File: src/rtl/bcd_pkg.sv
// bcd_pkg: packed-BCD digit type and elaboration-time helpers shared by the BCD counter.
package bcd_pkg;
    typedef logic [3:0] bcd_digit_t;
    localparam bcd_digit_t BCD_MAX_DIGIT = 4'd9;
    function automatic logic [31:0] to_bcd(int value, int digits);
        logic [31:0] r;
        int v;
        r = '0;
        v = value;
        for (int i = 0; i < 8; i++) begin
            if (i < digits) begin
                r[4*i +: 4] = 4'(v % 10);
                v = v / 10;
            end
        end
        return r;
    endfunction
    function automatic logic bcd_valid(logic [31:0] v);
        for (int i = 0; i < 8; i++) begin
            if (v[4*i +: 4] > BCD_MAX_DIGIT) return 1'b0;
        end
        return 1'b1;
    endfunction
endpackage

File: src/rtl/bcd_updown_counter_if.sv
// bcd_updown_counter_if: request/status bundle between gate logic and the BCD occupancy counter.
interface bcd_updown_counter_if #(
    parameter int DIGITS = 4
);
    logic                  inc;
    logic                  dec;
    logic                  clr;
    logic                  load;
    logic [4*DIGITS-1:0]   load_value;
    logic [4*DIGITS-1:0]   count_bcd;
    logic                  full;
    logic                  empty;
    logic                  overflow;
    logic                  underflow;
    logic                  load_err;
    modport master (
        output inc, dec, clr, load, load_value,
        input  count_bcd, full, empty, overflow, underflow, load_err
    );
    modport slave (
        input  inc, dec, clr, load, load_value,
        output count_bcd, full, empty, overflow, underflow, load_err
    );
endinterface

File: src/rtl/bcd_digit_step.sv
// bcd_digit_step: one decimal digit of the +1/-1 ripple; i_cin is carry (up) or borrow (down).
module bcd_digit_step
    import bcd_pkg::*;
(
    input  bcd_digit_t i_digit,
    input  logic       i_up,
    input  logic       i_down,
    input  logic       i_cin,
    output bcd_digit_t o_digit,
    output logic       o_cout
);
    logic w_roll;
    assign w_roll  = i_cin & (i_up ? (i_digit == BCD_MAX_DIGIT) : (i_down & (i_digit == 4'd0)));
    assign o_cout  = w_roll;
    assign o_digit = !i_cin ? i_digit :
                     i_up   ? (w_roll ? 4'd0 : i_digit + 4'd1) :
                     i_down ? (w_roll ? BCD_MAX_DIGIT : i_digit - 4'd1) : i_digit;
endmodule

File: src/rtl/bcd_updown_counter.sv
// bcd_updown_counter: N-digit packed-BCD occupancy counter with saturate/wrap at CAPACITY,
// validated load, clear and one-cycle overflow/underflow/load_err pulses.
module bcd_updown_counter
    import bcd_pkg::*;
#(
    parameter int DIGITS   = 4,
    parameter int CAPACITY = 9999,
    parameter bit WRAP     = 1'b0
) (
    input logic                 clk,
    input logic                 rst,
    bcd_updown_counter_if.slave bus
);
    localparam int W = 4 * DIGITS;
    localparam logic [W-1:0] CAP_BCD = W'(to_bcd(CAPACITY, DIGITS));

    if (DIGITS < 1 || DIGITS > 8 || CAPACITY < 1 || CAPACITY > 10**DIGITS - 1) begin : g_bad_param
        $error("bcd_updown_counter: DIGITS/CAPACITY out of range");
    end

    logic [W-1:0]  r_count;
    logic          r_ov;
    logic          r_un;
    logic          r_le;
    logic [W-1:0]  w_next;
    logic [W-1:0]  w_step;
    logic [DIGITS:0] w_cy;
    logic          w_up;
    logic          w_dn;
    logic          w_at_cap;
    logic          w_zero;
    logic          w_load_ok;
    logic          w_ov;
    logic          w_un;
    logic          w_le;
    logic          w_unused;

    // inc and dec together cancel, so the chain only ever sees one direction
    assign w_up      = bus.inc & ~bus.dec;
    assign w_dn      = bus.dec & ~bus.inc;
    assign w_at_cap  = r_count == CAP_BCD;
    assign w_zero    = r_count == '0;
    assign w_load_ok = bcd_valid(32'(bus.load_value)) && (bus.load_value <= CAP_BCD);
    assign w_cy[0]   = 1'b1;
    assign w_unused  = w_cy[DIGITS];

    for (genvar d = 0; d < DIGITS; d++) begin : g_digit
        bcd_digit_step u_step (
            .i_digit (r_count[4*d +: 4]),
            .i_up    (w_up),
            .i_down  (w_dn),
            .i_cin   (w_cy[d]),
            .o_digit (w_step[4*d +: 4]),
            .o_cout  (w_cy[d+1])
        );
    end

    always_comb begin
        w_next = r_count;
        w_ov   = 1'b0;
        w_un   = 1'b0;
        w_le   = 1'b0;
        if (bus.clr) begin
            w_next = '0;
        end else if (bus.load) begin
            w_next = w_load_ok ? bus.load_value : r_count;
            w_le   = !w_load_ok;
        end else if (w_up) begin
            w_next = w_at_cap ? (WRAP ? '0 : r_count) : w_step;
            w_ov   = w_at_cap;
        end else if (w_dn) begin
            w_next = w_zero ? (WRAP ? CAP_BCD : r_count) : w_step;
            w_un   = w_zero;
        end
    end

    always_ff @(posedge clk) begin
        if (rst) begin
            r_count <= '0;
            r_ov    <= 1'b0;
            r_un    <= 1'b0;
            r_le    <= 1'b0;
        end else begin
            r_count <= w_next;
            r_ov    <= w_ov;
            r_un    <= w_un;
            r_le    <= w_le;
        end
    end

    assign bus.count_bcd = r_count;
    assign bus.full      = w_at_cap;
    assign bus.empty     = w_zero;
    assign bus.overflow  = r_ov;
    assign bus.underflow = r_un;
    assign bus.load_err  = r_le;
endmodule

File: src/flat_wrapper.sv
// flat-port wrapper written by rule: the top's interface ports become plain ports
module bcd_updown_counter_flat import bcd_pkg::*;
#(
    parameter int DIGITS   = 4,
    parameter int CAPACITY = 9999,
    parameter bit WRAP     = 1'b0
)
  (clk, rst, bus_inc, bus_dec, bus_clr, bus_load, bus_load_value, bus_count_bcd, bus_full, bus_empty, bus_overflow, bus_underflow, bus_load_err);
  bcd_updown_counter_if #(.DIGITS(DIGITS)) bus_i ();
  input logic clk;
  input logic rst;
  input wire logic [$bits(bus_i.inc)-1:0] bus_inc;
  input wire logic [$bits(bus_i.dec)-1:0] bus_dec;
  input wire logic [$bits(bus_i.clr)-1:0] bus_clr;
  input wire logic [$bits(bus_i.load)-1:0] bus_load;
  input wire logic [$bits(bus_i.load_value)-1:0] bus_load_value;
  output wire logic [$bits(bus_i.count_bcd)-1:0] bus_count_bcd;
  output wire logic [$bits(bus_i.full)-1:0] bus_full;
  output wire logic [$bits(bus_i.empty)-1:0] bus_empty;
  output wire logic [$bits(bus_i.overflow)-1:0] bus_overflow;
  output wire logic [$bits(bus_i.underflow)-1:0] bus_underflow;
  output wire logic [$bits(bus_i.load_err)-1:0] bus_load_err;
  assign bus_i.inc = bus_inc;
  assign bus_i.dec = bus_dec;
  assign bus_i.clr = bus_clr;
  assign bus_i.load = bus_load;
  assign bus_i.load_value = bus_load_value;
  assign bus_count_bcd = bus_i.count_bcd;
  assign bus_full = bus_i.full;
  assign bus_empty = bus_i.empty;
  assign bus_overflow = bus_i.overflow;
  assign bus_underflow = bus_i.underflow;
  assign bus_load_err = bus_i.load_err;
  bcd_updown_counter #(.DIGITS(DIGITS), .CAPACITY(CAPACITY), .WRAP(WRAP)) u_core (.clk(clk), .rst(rst), .bus(bus_i));
endmodule
File: config.mk
export PLATFORM = sky130hd
export DESIGN_NAME = bcd_updown_counter_flat
export DESIGN_NICKNAME = d
export VERILOG_FILES = /design/src/rtl/bcd_pkg.sv /design/src/rtl/bcd_updown_counter_if.sv /design/src/rtl/bcd_digit_step.sv /design/src/rtl/bcd_updown_counter.sv /design/src/flat_wrapper.sv
export SDC_FILE = /design/constraint.sdc
export NUM_CORES = 1
export LEC_CHECK = 0
export CORE_MARGIN = 3
export CORE_UTILIZATION = 51
export CTS_BUF_LIST = sky130_fd_sc_hd__clkbuf_16
export DETAILED_ROUTE_END_ITERATION = 6
export GPL_ROUTABILITY_DRIVEN = 0
export PLACE_DENSITY = 0.8
export SYNTH_ARGS = -nofsm -noshare
export SYNTH_HDL_FRONTEND = slang
export SYNTH_SLANG_ARGS = --single-unit
File: constraint.sdc
create_clock -name clk -period 2.6 [get_ports clk]
set_input_delay 0.39 -clock clk [delete_from_list [all_inputs] [get_ports clk]]
set_output_delay 0.39 -clock clk [all_outputs]
set_load 0.03 [all_outputs]
==> metrics.txt, run 1 <==
# DRC=0; min Tclk post-route=2510 ps; via/cell ratio=between 5 and 6; clock transition at the registers of the reported paths=60 ps; simple-gate share of the synthesized area=~30%; Vias=between 1500 and 2000; initial core utilization=55.4%; syn_area_per_cell=roughly 8.5 um^2; CTS tree=built; nets=312; Ant. Diodes=0; ANT nets after route=0; PwrDens=397 mW/mm^2; hold depth=2; synthesized-area fraction occupied by adder cells=10.3%; core box area=around 0.0035 mm^2; first-pass GRT wire length=approximately 9000 um; Die Ht=~68 um; P&R area growth vs syn=28.5%; peak fanout along the critical path=8; max_cap viols=0; syn nets=between 200 and 300; RR Endpoint=u_core.bus.count_bcd[15]; vias in the first global route=1851; Hold Buf Count CTS=0; critical path launch point type=primary input; root buf cell=clkbuf_16; largest family of logic cells by synthesized area=simple AND/OR/NAND/NOR gates; reg-to-reg startpoint=u_core.bus.count_bcd[8]; xor-xnor portion of the synthesized cell area=2.69%; predominant post-synthesis flop cell=dfxtp_1; Die Wd=between 60 and 70 um; fmax=~400 MHz; asr flop ratio synth=0%; Detailed Route WL=around 5200 um; final hold vios=0; LEAKAGE=~1.0 nW; cts repair resizes=0; hold-critical path endpoint=u_core.bus.count_bcd[14]; final setup violation count=0; worst reg-to-reg setup slack=200 ps; period utilization=96.6%; Pins Over Slew Limit=0; gr usage total=24.8%; VDD IR max=approximately 490 uV; synthesized area=0.00195 mm^2; CTS Sinks=19; proportion of synthesized area in mux cells=roughly 5.6%; io pins=43; Clock Latency Late Sink=roughly 260 ps; CTS Buf Count=3; sequential area share after synthesis=19.5%; Netlist cell types=60; skew final=about 3.6 ps; row count=21; PortBufs=42; Post-CTS Setup Repair Bufs=0; dpl hpwl=about 3800 um; CP Class=in -> reg; DRT Pass-1 Iters=4; post-layout util=71.2%; depth of the CTS H-tree=1; Crit. End Element=flop; required time worst endpoint=around 2700 ps; Synth Warn #=0; share of layout cells above drive strength 1=around 16%; Worst Tran Pin Value=between 500 and 600 ps; Remaining Overflow, GRT=0; full die area=approximately 0.0046 mm^2; reg2reg path depth=8; Post-synth EDFFs=0; post-synthesis register bit count=19; Min-Delay Path Class=reg -> reg; Worst slew margin=64.0%; Power, Total=approximately 1000 uW; Syn Inst Count=230; largest net degree at the start of global routing=36; Hold Crit Start=u_core.bus.count_bcd[14]; DR iter-0 viols=128; WL/cell=between 15 and 20 um; setup_tns=0 ps; status=complete, no violations; worst path arrival time=2650 ps; clk buf depth=2; Compound-Gate Fraction of Synth Area=23.8%; initial antenna violation count=0
==> critical path: stages <==
cell and delay (ps):
clkdlybuf4s50_1 600, nor4bb_1 420, o22ai_2 210, nor4_2 430
nand3b_1 160, a21oi_1 80, o311a_1 360
==> where the power goes <==
part / switching [mW] / total [mW] / internal, mW
sequential: 0.0187 / 0.321 / 0.303
combinational: 0.180 / 0.338 / 0.158
clock: 0.128 / 0.335 / 0.207
==> layer usage <==
| metal | GRT usage [%] | routed length (um) |
|---|---|---|
| met3 | 5.09 | 299 |
| met2 | 40.5 | 2500 |
| met1 | 32.8 | 2300 |
| met5 | 0 | 0 |
| met4 | 7.20 | 55 |
==> worst max path at each step <==
stage	from	to	slack, ps
2_1_floorplan	u_core.bus.count_bcd[10]	bus_full	100
3_3_place_gp	bus_dec	u_core.bus.count_bcd[15]	30
3_5_place_dp	bus_dec	u_core.bus.count_bcd[15]	-90
4_1_cts	u_core.bus.count_bcd[14]	bus_full	10
5_1_grt	bus_dec	u_core.bus.count_bcd[15]	-70
6_report	bus_dec	u_core.bus.count_bcd[15]	90
==> registers in the layout, indices dropped and copies added (netlist names) <==
| signal | count |
|---|---|
| u_core.bus.count_bcd | 16 |
| u_core.bus.load_err | 1 |
| u_core.bus.underflow | 1 |
| u_core.bus.overflow | 1 |
==> cells in the final DEF (no fill, tap or decap), drive strengths merged, types with 4 or more instances in the layout <==
cell	synthesis	routed
nor2	14	14
o21ai	10	10
nor3	18	18
and2b	4	4
ha	16	16
mux2i	11	11
buf	7	12
inv	12	12
clkdlybuf4s50	0	41
a211oi	7	7
a31oi	4	4
nand3	5	5
xnor2	4	4
a21oi	11	11
dfxtp	19	19
nand2	24	24
o311a	4	4
==> through the flow <==
stage | area (um^2) | hold slack [ps] | setup WS [ps] | std cells
2_1_floorplan | 1950 | 531 | 98.3 | 230
3_3_place_gp | 2410 | 552 | 31.9 | 315
3_5_place_dp | 2410 | 545 | -91.0 | 315
4_1_cts | 2490 | 559 | 10.0 | 319
5_1_grt | 2510 | 600 | -66.4 | 319
6_report | 2510 | 559 | 89.6 | 319
==> cell type report <==
class | count | area, um^2
clock buffer | 3 | 75.1
clock inverter | 1 | 5.00
fill | 300 | 1010
inverter | 12 | 45.0
multi-input combinational | 184 | 1420
sequential | 19 | 380
tap | 46 | 57.6
timing repair buffer | 54 | 526
==> Yosys cell counts (3+ instances only) <==
| library cell | n | area (um^2) |
|---|---|---|
| a21oi_1 | 11 | 55.1 |
| clkbuf_8 | 3 | 41.3 |
| buf_6 | 3 | 33.8 |
| ha_1 | 16 | 200 |
| xnor2_1 | 4 | 35.0 |
| nand2b_1 | 3 | 18.8 |
| nor2_1 | 14 | 52.6 |
| a31oi_1 | 3 | 18.8 |
| dfxtp_1 | 19 | 380 |
| buf_4 | 3 | 22.5 |
| nand3_1 | 4 | 20.0 |
| nor3_1 | 14 | 70.1 |
| mux2i_1 | 11 | 110 |
| and2b_2 | 4 | 35.0 |
| nand2_1 | 24 | 90.1 |
| nand4_1 | 3 | 18.8 |
| o311a_1 | 4 | 40.0 |
| clkbuf_1 | 5 | 18.8 |
| nor3_2 | 4 | 40.0 |
| inv_1 | 12 | 45.0 |
| o21ai_0 | 8 | 40.0 |
| a211oi_1 | 5 | 37.5 |
==> logic make-up (layout without fill, tap and decap cells) <==
logic type | Yosys count | in the layout
buffers and inverters | 27 | 70
AND/OR/NAND/NOR | 93 | 93
adder cells (fa/ha/maj) | 16 | 16
flip-flops | 19 | 19
XOR/XNOR | 6 | 6
AO/OA/AOI/OAI | 58 | 58
multiplexers | 11 | 11
No activity file was read; power rests on OpenSTA's default activity.
==> run 2: changes to the inputs <==
--- a/config.mk
+++ b/config.mk
@@ -5,12 +5,12 @@
 export SDC_FILE = /design/constraint.sdc
 export NUM_CORES = 1
 export LEC_CHECK = 0
-export CORE_MARGIN = 3
-export CORE_UTILIZATION = 51
+export CORE_MARGIN = 2
+export CORE_UTILIZATION = 45
 export CTS_BUF_LIST = sky130_fd_sc_hd__clkbuf_16
 export DETAILED_ROUTE_END_ITERATION = 6
 export GPL_ROUTABILITY_DRIVEN = 0
-export PLACE_DENSITY = 0.8
+export PLACE_DENSITY = 0.72
 export SYNTH_ARGS = -nofsm -noshare
 export SYNTH_HDL_FRONTEND = slang
 export SYNTH_SLANG_ARGS = --single-unit
==> run 2 against run 1 <==
  * Utilization is 9.3 points lower
  * Fmax is 1.2% higher
  * Critical endpoint is now bus_empty
  * Sequential share of layout area is 0.14 points lower
==> metrics.txt, run 2 (synthesis gave the netlist of run 1 again) <==
status=complete, no violations (unchanged); commonest non-fill, non-tap cell in the layout=clkdlybuf4s50_1 (unchanged); period utilization=95.4% (was 96.6%); Crit. End Element=output port (was flop); DRT Pass-1 Iters=4 (unchanged); CP dominant cell by count=inv_1; io pins=43 (unchanged); critical path launch point type=flop (was primary input); DR iter-0 viols=122 (was 128); gr usage total=21.6% (was 24.8%); clk buf depth=2 (unchanged); worst path bufs/invs=3 (was 1); CP Class=reg -> out (was in -> reg); largest net degree at the start of global routing=22 (was 36); # DRC=0 (unchanged); full die area=0.00488 mm^2 (was 0.00461 mm^2); Detailed Route WL=5000 um (was 5160 um); Slowest cell on crit path=clkdlybuf4s50_1 (unchanged); CTS tree=built (unchanged); Ant. Diodes=0 (unchanged); min Tclk post-route=2480 ps (was 2510 ps); depth of the CTS H-tree=1 (unchanged); final setup violation count=0 (unchanged); max_cap viols=0 (unchanged); root buf cell=clkbuf_16 (unchanged); post-place setup slack=-134 ps (was -91.0 ps); P&R area growth vs syn=29.6% (was 28.5%); CTS Buf Count=3 (unchanged); vias in the first global route=1771 (was 1851); Pins Over Slew Limit=0 (unchanged); row count=23 (was 21); CP top delay family=buffers and inverters (was simple AND/OR/NAND/NOR gates); most frequent cells in the layout=clkdlybuf4s50_1, nand2_1, dfxtp_1, ha_1, buf_4 (was clkdlybuf4s50_1, nand2_1, dfxtp_1, ha_1); Hold Buf Count CTS=0 (unchanged); PwrDens=394 mW/mm^2 (was 397 mW/mm^2); Critical Path Stages=6 (was 7); peak fanout along the critical path=8 (unchanged); fmax=403 MHz (was 398 MHz); share of layout cells above drive strength 1=17.0% (was 15.8%); CTS Sinks=19 (unchanged); initial core utilization=47.8% (was 55.4%); WL/cell=15.3 um (was 16.2 um); clock transition at the registers of the reported paths=60 ps (about the same); VDD IR max=399 uV (was 487 uV); final hold vios=0 (unchanged); first-pass GRT wire length=8550 um (was 8780 um); core box area=0.00409 mm^2 (was 0.00352 mm^2); crit-path cells=inv_1 -> ha_1 -> and4bb_2 -> nand4b_4 -> inv_1 -> clkdlybuf4s50_1 (was clkdlybuf4s50_1 -> nor4bb_1 -> o22ai_2 -> nor4_2 -> nand3b_1 -> a21oi_1 -> o311a_1); Area after DPL=0.00243 mm^2 (was 0.00241 mm^2); Min-Delay Path Class=reg -> reg (unchanged); ANT nets after route=0 (unchanged); Worst slew margin=63.7% (was 64.0%); worst path arrival time=2090 ps (was 2650 ps); dpl hpwl=3810 um (about the same); skew final=1.45 ps (was 3.55 ps); Clock Latency Late Sink=260 ps (about the same); Remaining Overflow, GRT=0 (unchanged); max incr delay on CP=580 ps (was 600 ps); nets=316 (was 312); max reg flops=16 (unchanged); Worst Tran Pin Value=542 ps (was 538 ps); LEAKAGE=1.03 nW (was 1.02 nW); initial antenna violation count=0 (unchanged); PortBufs=42 (unchanged); Die Ht=69.9 um (was 67.9 um); Die Wd=69.9 um (was 67.9 um); RSZ-0062 raised after global routing=no; reg2reg path depth=8 (unchanged); Final WS setup=118 ps (was 89.6 ps); via/cell ratio=5.76 (was 5.97); final instance area=0.00253 mm^2 (was 0.00251 mm^2); required time worst endpoint=2210 ps (was 2740 ps); Vias=1885 (was 1906); hold depth=2 (unchanged)
==> run 2: through the flow <==
step / total power, mW / TNS [ps] / hold slack, ps / std cells / utilization [%]
2_1_floorplan: 0.552 / 0 / 531 / 230 / -
3_3_place_gp: 0.658 / 0 / 556 / 323 / 59.6
3_5_place_dp: 0.662 / -314 / 558 / 323 / 59.6
4_1_cts: 1.00 / 0 / 569 / 327 / 61.5
5_1_grt: 1.05 / 0 / 614 / 327 / 61.9
6_report: 0.996 / 0 / 559 / 327 / 61.9
==> run 2: power breakdown <==
part / internal, mW / switching [mW] / total, mW
registers: 0.303 / 0.0173 / 0.320
clock network: 0.207 / 0.131 / 0.338
logic: 0.159 / 0.178 / 0.338
total: 0.669 / 0.327 / 0.996
==> run 2: final timing paths <==
kind                                         startpoint                  endpoint  slack, ps
worst max-delay path            u_core.bus.count_bcd[4]                 bus_empty        120
worst min-delay path            u_core.bus.count_bcd[0]   u_core.bus.count_bcd[0]        560
worst max register to register  u_core.bus.count_bcd[4]  u_core.bus.count_bcd[15]        300
worst min register to register  u_core.bus.count_bcd[0]   u_core.bus.count_bcd[0]        560
==> run 2: layout make-up <==
cell class                 count  area [um^2]
tap                           50         62.6
sequential                    19          380
inverter                      12         45.0
fill                         360         1560
multi-input combinational    184         1420
timing repair buffer          58          543
clock buffer                   3         75.1
clock inverter                 1         5.00
==> run 2: timing repair <==
action / in CTS / in global routing
setup endpoints to repair: 0 / 5
buffers inserted: 0 / 0
endpoints found under the hold margin: 0 / 0
resized for setup: 0 / 3
==> run 2: routing by layer <==
layer / track usage [%] / wire (um)
met5: 0 / 0
met3: 3.32 / 264
met4: 4.06 / 35
met1: 29.9 / 2260
met2: 36.0 / 2430
==> run 2: worst reg2reg max path: stages, from the launching register on <==
cell and delay [ps]:
dfxtp_1 390, inv_1 140, ha_1 180, nor4bb_2 320
o22ai_2 210, nor4_2 370, nand3b_1 160, a21oi_1 70
o311a_1 350
==> run 3: changes to the inputs <==
--- a/config.mk
+++ b/config.mk
@@ -10,7 +10,7 @@
 export CTS_BUF_LIST = sky130_fd_sc_hd__clkbuf_16
 export DETAILED_ROUTE_END_ITERATION = 6
 export GPL_ROUTABILITY_DRIVEN = 0
-export PLACE_DENSITY = 0.72
+export PLACE_DENSITY = 0.75
 export SYNTH_ARGS = -nofsm -noshare
 export SYNTH_HDL_FRONTEND = slang
 export SYNTH_SLANG_ARGS = --single-unit
==> constraint.sdc (replaced) <==
create_clock -name clk -period 2.1 [get_ports clk]
set_input_delay 0.315 -clock clk [delete_from_list [all_inputs] [get_ports clk]]
set_output_delay 0.315 -clock clk [all_outputs]
set_load 0.03 [all_outputs]
==> run 3 against run 2 <==
  * Sequential power rose by 21%
  * Final area rose by 18%
  * Setup slack got worse by 130 ps
  * Clock power rose by 20%
  * The run now ends with negative setup slack left
  * Global-route usage rose by 2.3 points
  * Register-to-register slack got worse by 310 ps
  * Non-clock buffer count rose by 33
  * Clock skew rose by 5.1 ps
  * Critical path type is now reg -> reg
  * First-iteration DRC count rose by 20%
==> metrics.txt, run 3 (synthesis gave the netlist of run 1 again) <==
crit-path cells=inv_2 -> ha_4 -> and4bb_2 -> a31oi_4 -> nor4_4 -> buf_4 -> a2bb2oi_1 -> o2111ai_1 -> o2bb2ai_1 (was inv_1 -> ha_1 -> and4bb_2 -> nand4b_4 -> inv_1 -> clkdlybuf4s50_1); final hold vios=0 (unchanged); worst path bufs/invs=2 (was 3); Ant. Diodes=0 (unchanged); P&R area growth vs syn=53.4% (was 29.6%); initial core utilization=47.8% (unchanged); via/cell ratio=5.86 (was 5.76); RSZ-0062 raised after global routing=yes (was no); first-pass GRT wire length=9550 um (was 8550 um); FILL cells=306 (was 360); commonest non-fill, non-tap cell in the layout=buf_4 (was clkdlybuf4s50_1); min Tclk post-route=2110 ps; CP Class=reg -> reg (was reg -> out); core box area=0.00409 mm^2 (unchanged); required time worst endpoint=2240 ps (was 2210 ps); switching portion of total power=33.1% (was 32.8%); status=finished, violations left (was complete, no violations); Clock Latency Late Sink=260 ps (about the same); fmax=~470 MHz; Worst Tran Pin Value=635 ps (was 542 ps); io pins=43 (unchanged); max incr delay on CP=430 ps (was 580 ps); most frequent cells in the layout=buf_4, clkdlybuf4s50_1, nand2_1, nor3_1 (was clkdlybuf4s50_1, nand2_1, dfxtp_1, ha_1, buf_4); Hold Buf Count CTS=0 (unchanged); peak fanout along the critical path=5 (was 8); root buf cell=clkbuf_16 (unchanged); Comb pwr share=40.5% (was 33.9%); Die Ht=69.9 um (unchanged); CTS tree=built (unchanged); skew final=6.54 ps (was 1.45 ps); Worst slew margin=57.5% (was 63.7%); Seq pwr share=29.1% (was 32.1%); VDD IR max=255 uV (was 399 uV); clock transition at the registers of the reported paths=60 ps (about the same); max_cap viols=0 (unchanged); LEAKAGE=1.22 nW (was 1.03 nW); Final WS setup=-12.3 ps (was 118 ps); Final Instance Count excl. Fillers=361 (was 327); Critical Path Stages=9 (was 6); Crit. End Element=flop (was output port); hold depth=2 (unchanged); Slowest cell on crit path=nor4_4 (was clkdlybuf4s50_1); worst path arrival time=2250 ps (was 2090 ps); dpl hpwl=4230 um (was 3810 um); Die Wd=69.9 um (unchanged); largest net degree at the start of global routing=20 (was 22); share of layout cells above drive strength 1=37.6% (was 17.0%); Hold Slack=540 ps (was 559 ps); clock network power share=30.4% (was 34.0%); DRT Pass-1 Iters=4 (unchanged); P_sw=440 uW (was 327 uW); DR iter-0 viols=147 (was 122); gr usage total=23.9% (was 21.6%); vias in the first global route=1936 (was 1771); final setup violation count=1 (was 0); Min-Delay Path Class=reg -> reg (unchanged); period utilization=101%; P_int=890 uW (was 669 uW); Remaining Overflow, GRT=0 (unchanged); Detailed Route WL=6020 um (was 5000 um); max reg flops=16 (unchanged); ANT nets after route=0 (unchanged); CTS Sinks=19 (unchanged); WL/cell=16.7 um (was 15.3 um); CTS Buf Count=3 (unchanged); post-layout util=73.3% (was 61.9%); failing checks=negative setup slack; DP Cell Count=346 (was 323); row count=23 (unchanged); CP top delay family=simple AND/OR/NAND/NOR gates (was buffers and inverters); nets=350 (was 316); Pins Over Slew Limit=0 (unchanged); initial antenna violation count=0 (unchanged); Vias=2116 (was 1885); depth of the CTS H-tree=1 (unchanged); PortBufs=42 (unchanged); clk buf depth=2 (unchanged); critical path launch point type=flop (unchanged); PwrDens=444 mW/mm^2 (was 394 mW/mm^2); full die area=0.00488 mm^2 (unchanged); # DRC=0 (unchanged); reg2reg path depth=9 (was 8)
[run 3: layout make-up]
cell class              count  area [um^2]  area share [%]
clock buffers               3         75.1            2.51
clock inverters             1         3.75           0.125
inverters                  12         52.6            1.76
multi-input cells         185         1580            52.8
flip-flops and latches     19          414            13.8
well taps                  50         62.6            2.09
repair buffers             91          805            26.9
[run 3: final timing paths]
kind                                                from                       end  slack [ps]
worst max-delay path             u_core.bus.count_bcd[1]  u_core.bus.count_bcd[11]         -10
worst min-delay path            u_core.bus.count_bcd[13]  u_core.bus.count_bcd[13]         540
worst max register to register   u_core.bus.count_bcd[1]  u_core.bus.count_bcd[11]         -10
worst min register to register  u_core.bus.count_bcd[13]  u_core.bus.count_bcd[13]         540
[run 3: tightest hold or removal path: cells and delay by family (launching register included)]
kind	cells	cell delay [ps]
compound gates	1	50
flops	1	360
buf+inv	1	80
[run 3: power groups by stage]
stage | Sequential, mW | Clock [mW] | Combinational, mW
final | 0.388 | 0.404 | 0.538
after global placement | 0.392 | 0 | 0.466
after CTS | 0.385 | 0.406 | 0.485
after global routing | 0.390 | 0.424 | 0.579
after detailed placement | 0.393 | 0 | 0.472
after floorplan | 0.423 | 0 | 0.270
[run 3: metrics by stage]
stage | worst slack [ps] | power [mW] | setup TNS [ps] | area [um^2]
2_1_floorplan | -0.164 | 0.693 | -0.164 | 2050
4_1_cts | 6.53 | 1.28 | 0 | 2840
5_1_grt | -57.4 | 1.39 | -197 | 2990
3_3_place_gp | -407 | 0.859 | -4930 | 2710
6_report | -12.3 | 1.33 | -12.3 | 2990
3_5_place_dp | -490 | 0.865 | -5830 | 2710
[run 3: metal layers]
| metal | wire length [um] | up-vias | global-route usage [%] |
|---|---|---|---|
| met2 | 3050 | 75 | 41.0 |
| met4 | 99 | 0 | 6.41 |
| met1 | 2590 | 1013 | 31.6 |
| li1 | - | 1017 | - |
| met5 | 0 | - | 0 |
| met3 | 281 | 11 | 3.03 |
[run 3: repair_timing]
item,in CTS,in global routing
pin swaps,5,8
buffers inserted,4,6
gates cloned,0,1
setup endpoints to repair,15,16
gates resized for setup,7,24
